--- src/rtl/lb_arb2.sv ---
// Two-master local-bus arbiter: captures one request per master and
// serializes them round-robin onto a single shared bus.
module lb_arb2 #(
   parameter int ADDR_W     = 24,
   parameter int DATA_W     = 32,
   parameter int READ_DELAY = 3
) (
   input  logic              lb_clk,
   input  logic              rst_n,
   input  logic              m0_strobe,
   input  logic              m0_rd,
   input  logic [ADDR_W-1:0] m0_addr,
   input  logic [DATA_W-1:0] m0_wdata,
   output logic              m0_busy,
   output logic              m0_drop,
   output logic              m0_ack,
   output logic [DATA_W-1:0] m0_rdata,
   input  logic              m1_strobe,
   input  logic              m1_rd,
   input  logic [ADDR_W-1:0] m1_addr,
   input  logic [DATA_W-1:0] m1_wdata,
   output logic              m1_busy,
   output logic              m1_drop,
   output logic              m1_ack,
   output logic [DATA_W-1:0] m1_rdata,
   output logic              lb_strobe,
   output logic              lb_rd,
   output logic [ADDR_W-1:0] lb_addr,
   output logic [DATA_W-1:0] lb_dout,
   input  logic [DATA_W-1:0] lb_din
);

   typedef enum logic [1:0] {IDLE, ISSUE, WAIT, DONE} state_t;

   state_t            st, st_n;
   logic              rst_i;
   logic              gnt, gnt_n, last;
   logic              ld, smp;
   logic [3:0]        cnt;
   logic [1:0]        stb, rdi, pend, drop, ack;
   logic [ADDR_W-1:0] addri [2];
   logic [DATA_W-1:0] wdati [2];
   logic [1:0]        rd_q;
   logic [ADDR_W-1:0] addr_q [2];
   logic [DATA_W-1:0] wdat_q [2];
   logic [DATA_W-1:0] rdat_q [2];
   logic              lb_rd_q;
   logic [ADDR_W-1:0] lb_addr_q;
   logic [DATA_W-1:0] lb_dout_q;

   // Release is retimed by one flop so the first capture lands on the
   // second edge after rst_n rises; assertion stays asynchronous.
   always_ff @(posedge lb_clk or negedge rst_n)
      if (!rst_n) rst_i <= 1'b0;
      else        rst_i <= 1'b1;

   assign stb      = {m1_strobe, m0_strobe};
   assign rdi      = {m1_rd, m0_rd};
   assign addri[0] = m0_addr;
   assign addri[1] = m1_addr;
   assign wdati[0] = m0_wdata;
   assign wdati[1] = m1_wdata;

   assign ack = {(st == DONE) & gnt, (st == DONE) & ~gnt};

   always_ff @(posedge lb_clk or negedge rst_i)
      if (!rst_i) begin
         pend <= '0;
         drop <= '0;
         rd_q <= '0;
         for (int i = 0; i < 2; i++) begin
            addr_q[i] <= '0;
            wdat_q[i] <= '0;
            rdat_q[i] <= '0;
         end
      end else begin
         for (int i = 0; i < 2; i++) begin
            drop[i] <= stb[i] & pend[i] & ~ack[i];
            if (stb[i] && (!pend[i] || ack[i])) begin
               pend[i]   <= 1'b1;
               rd_q[i]   <= rdi[i];
               addr_q[i] <= addri[i];
               wdat_q[i] <= wdati[i];
            end else if (ack[i]) begin
               pend[i] <= 1'b0;
            end
            if (smp && gnt == 1'(i))
               rdat_q[i] <= lb_din;
         end
      end

   always_comb begin
      st_n  = st;
      gnt_n = gnt;
      ld    = 1'b0;
      smp   = 1'b0;
      unique case (st)
         IDLE:
            if (|pend) begin
               ld    = 1'b1;
               gnt_n = (&pend) ? ~last : pend[1];
               st_n  = ISSUE;
            end
         ISSUE: st_n = lb_rd_q ? WAIT : DONE;
         WAIT:
            if (cnt == 4'(READ_DELAY)) begin
               smp  = 1'b1;
               st_n = DONE;
            end
         DONE: st_n = IDLE;
      endcase
   end

   always_ff @(posedge lb_clk or negedge rst_i)
      if (!rst_i) begin
         st        <= IDLE;
         gnt       <= 1'b0;
         last      <= 1'b1;
         cnt       <= '0;
         lb_rd_q   <= 1'b0;
         lb_addr_q <= '0;
         lb_dout_q <= '0;
      end else begin
         st  <= st_n;
         gnt <= gnt_n;
         // ISSUE is count 0, so the first WAIT cycle is count 1
         if (st == ISSUE)     cnt <= 4'd1;
         else if (st == WAIT) cnt <= cnt + 4'd1;
         else                 cnt <= '0;
         if (ld) begin
            last      <= gnt_n;
            lb_rd_q   <= rd_q[gnt_n];
            lb_addr_q <= addr_q[gnt_n];
            lb_dout_q <= wdat_q[gnt_n];
         end
      end

   assign lb_strobe = (st == ISSUE);
   assign lb_rd     = lb_rd_q;
   assign lb_addr   = lb_addr_q;
   assign lb_dout   = lb_dout_q;
   assign m0_busy   = pend[0];
   assign m1_busy   = pend[1];
   assign m0_drop   = drop[0];
   assign m1_drop   = drop[1];
   assign m0_ack    = ack[0];
   assign m1_ack    = ack[1];
   assign m0_rdata  = rdat_q[0];
   assign m1_rdata  = rdat_q[1];

endmodule

--- config.mk ---
export PLATFORM = sky130hd
export DESIGN_NAME = lb_arb2
export DESIGN_NICKNAME = d
export VERILOG_FILES = /design/src/rtl/lb_arb2.sv
export SDC_FILE = /design/constraint.sdc
export NUM_CORES = 1
export LEC_CHECK = 0
export ABC_AREA = 1
export CAP_MARGIN = 25
export CORE_MARGIN = 2
export CORE_UTILIZATION = 44
export DETAILED_ROUTE_END_ITERATION = 12
export PLACE_DENSITY = 0.87
export SLEW_MARGIN = 10
export SYNTH_ARGS = -nofsm -noshare
export SYNTH_HDL_FRONTEND = slang
export SYNTH_SLANG_ARGS = --single-unit
--- constraint.sdc ---
create_clock -name lb_clk -period 7.95 [get_ports lb_clk]
set_input_delay 1.59 -clock lb_clk [delete_from_list [all_inputs] [get_ports lb_clk]]
set_output_delay 1.59 -clock lb_clk [all_outputs]
set_load 0.02 [all_outputs]
### Word level (Yosys, flattened, before mapping)

Index checks and enable logic that the tools add are counted.

| cells by class | value |
|---|---|
| $add $sub $neg | 1 |
| order comparisons | 2 |
| equality and inequality tests | 6 |
| multiplexer cells | 25 |
| bitwise gates (word level) | 11 |
| reduce and logical (&&, ||, !) cells | 14 |

Operators with widths:

| operator | count |
|---|---|
| $mux 32 | 3 |
| $mux 24 | 3 |
| $mux 1 | 14 |
| $mux 4 | 2 |
| $pmux 2 s4 | 1 |
| $and 1x1->1 | 6 |
| $add 4x1->4 const B | 1 |
| $eq 2x2->1 const B | 2 |
| $eq 4x2->1 const B | 1 |
| $logic_and 1x1->1 | 4 |
| $mux 2 | 2 |
| $ne 2x2->1 const B | 2 |
| $not 1->1 | 4 |
| $reduce_and 2->1 | 2 |
| $reduce_bool 2->1 | 2 |
| $eq 2x1->1 const B | 1 |
| $ge 2x2->1 const B | 1 |
| $logic_not 1->1 | 2 |
| $logic_not 2->1 | 1 |
| $logic_or 1x1->1 | 2 |
| $lt 1x2->1 const B | 1 |
| $not 1->2 | 1 |
| $reduce_or 2->1 | 1 |

| storage, ports and cells | value |
|---|---|
| register bits | 248 |
| input bits | 150 |
| output and inout bits | 128 |
| word-level logic and storage cells | 78 |

### Depth between registers and ports, before layout

| depth | value |
|---|---|
| depth in word-level cells | 8 |
| gate-level depth with buffers | 11 |
| depth with buffers taken out | 9 |

### Worst setup path before layout

Ideal clock, no wire load.

| timing | value |
|---|---|
| path type | reg-to-output |
| from | register st[0] |
| to | output m0_ack |
| arrival | 0.887 ns |
| required time | 6.360 ns |
| slack | 5.473 ns |
| cell stages (with the launch flop) | 4 |
| path buffers | 0 |
| cells stage by stage | dfrtp_1 -> ha_1 -> inv_1 -> nor2_1 |

| between the ends | value |
|---|---|
| longest elaborated chain between the ends | 2 |

Ends and longest elaborated chain:

| what | RTL line | text |
|---|---|---|
| start, declared | 35 | `state_t st, st_n;` |
| start signal, assigned | 124 | `st <= st_n;` |
| $eq 2x2->1 | 64 | `assign ack = {(st == DONE) & gnt, (st == DONE) & ~gnt};` |
| $and 1x1->1 | 64 |  |
| end, declared | 16 | `output logic m0_ack,` |

Every way passes these cells.

### Worst setup path after layout

| timing | value |
|---|---|
| from | register st[1] |
| to | output m0_ack |

Same word-level chain as after synthesis.

==> results.txt <==
status: complete, no violations
unrepaired setup endpoints after global routing: false
Setup Skew: 0.0145 ns
Final Max Slew Viols: 0
Syn Inst Count: 1290
Final Cell Area: 14600 µm²
post-synth top area cell: dfrtp_1
final antenna-violating net count: 0
num rows: 57
DRC: 0
critical path peak fanout: 5
register area share after synthesis: 58.1%
Detail Route met2 WL: 14100 µm
post-layout util: 60.5%
Detailed Route Iter0 Violations: 646
post-DP HPWL: 18800 µm
vias in the first global route: 9293
Root Buffer: clkbuf_16
hold-fix buffers at CTS: 0
max_cap viols: 0
Synth Warn #: 0
post_cts resized: 0
number of synthesized register bits: 248
Port Buffers: 277
setup_tns: 0 ns
IO Count: 278
M1 WL: 11300 µm
Pleak: 7.55 nW
largest net degree at the start of global routing: 107
met3 WL: 2590 µm
Total GRT Usage: 22.4%
TritonCTS Buffers: 26
Synth area leaders: dfrtp_1 (58%), nand2_1 (11%), inv_1 (7.6%)
Cell Area, Synth: 10700 µm²
TritonCTS clock tree: yes
Final Critical Period: 3.54 ns
DR top layer: met4
Worst Setup End Kind: output pin
slew margin rel.: 42.6%
worst hold-check path type: register to asynchronous set/reset pin
Slew @ Worst Pin: 0.860 ns
Post-Syn Area per Cell: 8.28 µm²
crit path DAT: 1.95 ns
post-CTS setup buffers: 0
Pre-Repair DR Iteration Count: 7
die width: 160 µm
Final Hold Violating Endpoints: 0
chip height: 160 µm
area taken by multi-input logic gates: 3310 µm²
routed vias: 9196
PnR Total Power: 6.29 mW
maximum clock rate: 282 MHz
drt total wl: 28600 µm
Mapped Nets: 1446
dpl cell area: 13600 µm²
first-pass GRT wire length: 46700 µm
H-tree depth: 1
DR WL/cell: 15.2 µm
crit share post-route: 44.6%
Setup Crit Path Kind: register to output pin
Layout Nets: 1693
Hold Slack: 0.238 ns
clock latency on the worst-skew pair: 0.52 ns
Initial Util: 44.3%
Worst-path clk slew: 0.06 ns
initial antenna violation count: 2
die area: 25500 µm²
clk sink count: 248
share of layout cells above drive strength 1: 4.51%
fillers: 2038
clk buf depth: 3
PD cells: 431 nW/µm²
Setup crit start kind: register
Worst EP required: 6.36 ns
Yosys cell types: 22
Reg area: 6210 µm²
area delta synth->final: 36.6%
Synth top area share: 57.9%
vias per cell: 4.89
total grt overflow: 0
Setup-failing EPs final: 0
worst vdd ir: 0.000244 V
area of the core: 24100 µm²
global placement routability congestion: 0.839
worst paths after layout:
| check | endpoint | start | cells past startpoint | slack (ns) |
|---|---|---|---|---|
| min | addr_q[42]$_DFFE_PN0P_ | rst_i$_DFF_PN0_ | 0 | 0.24 |
| max | m0_ack | st[1]$_DFFE_PN0P_ | 4 | 4.41 |
| max reg2reg | lb_dout[12]$_DFFE_PN0P_ | st[0]$_DFFE_PN0P_ | 9 | 5.14 |
| max in group asynchronous | wdat_q[38]$_DFFE_PN0P_ | rst_i$_DFF_PN0_ | 3 | 5.66 |
| min reg2reg | addr_q[42]$_DFFE_PN0P_ | rst_i$_DFF_PN0_ | 0 | 0.24 |
| min in group lb_clk | lb_addr[23]$_DFFE_PN0P_ | lb_addr[23]$_DFFE_PN0P_ | 2 | 0.48 |
state kept, by name, indices dropped and copies added, names as in the netlist, 2 cells and up:
signal / flops
addr_q: 48
cnt: 4
drop: 2
lb_addr: 24
lb_dout: 32
m0_rdata: 32
m1_rdata: 32
pend: 2
rd_q: 2
st: 2
wdat_q: 64
where the power goes:
group	switching [mW]	leakage, nW	internal (mW)
clock	0.475	0.427	0.729
combinational	1.74	4.33	1.18
sequential	0.286	2.79	1.88
per-stage QoR:
| step | setup WS, ns | cells |
|---|---|---|
| after floorplan | 0.499 | 1290 |
| after global placement | 4.56 | 1827 |
| after detailed placement | 4.46 | 1829 |
| after CTS | 4.36 | 1873 |
| after global routing | 4.31 | 1879 |
| final | 4.41 | 1879 |
layout make-up:
type	instances	share of cell area, %
Antenna cell	2	0.0343
Clock buffer	39	5.56
Clock inverter	5	0.360
Inverter	218	5.61
Multi-Input combinational cell	751	22.7
Sequential cell	248	42.6
Tap cell	324	2.78
Timing Repair Buffer	292	20.4
critical path, cell delays in order, from the launching register on:
cell	delay, ns
dfrtp_1	0.42
ha_1	0.19
inv_1	0.06
nor2_1	0.11
clkdlybuf4s50_1	0.65
metal layers:
layer / vias up / GRT usage (%)
met3: 41 / 6.31
met2: 362 / 39.2
met5: - / 0
li1: 4424 / -
met4: 0 / 5.81
met1: 4369 / 27.5
logic make-up after synthesis:
kind of cell / synth area share, %
buffers and inverters: 11.2
XOR/XNOR: 0.0820
other: 0.0351
flip-flops: 58.1
AND/OR/NAND/NOR: 21.3
adder cells (fa/ha/maj): 0.703
AO/OA/AOI/OAI: 8.64
synth_stat cells:
library cell	count
inv_2	2
o21ai_0	66
buf_4	3
conb_1	1
buf_1	2
ha_1	6
clkbuf_1	33
dfstp_2	1
nand2_1	313
or2_2	1
buf_6	7
nor2_1	122
o21ai_2	2
nand2_2	2
inv_1	216
and2_1	1
dfrtp_1	247
a21oi_1	115
xor2_1	1
nand3_2	2
nand3_1	119
buf_2	28
layout by cell type, fill, tap and decap left out, types with 6 or more instances in the layout:
cell type and n:
nand3_1 119, clkbuf_16 27, clkbuf_8 9, nand2_1 310, ha_1 6, dfrtp_1 246, buf_4 9, clkdlybuf4s50_1 277
o21ai_0 66, nor2_1 122, inv_1 216, a21oi_1 115
Note: power is estimated with default switching activity, not from simulation.
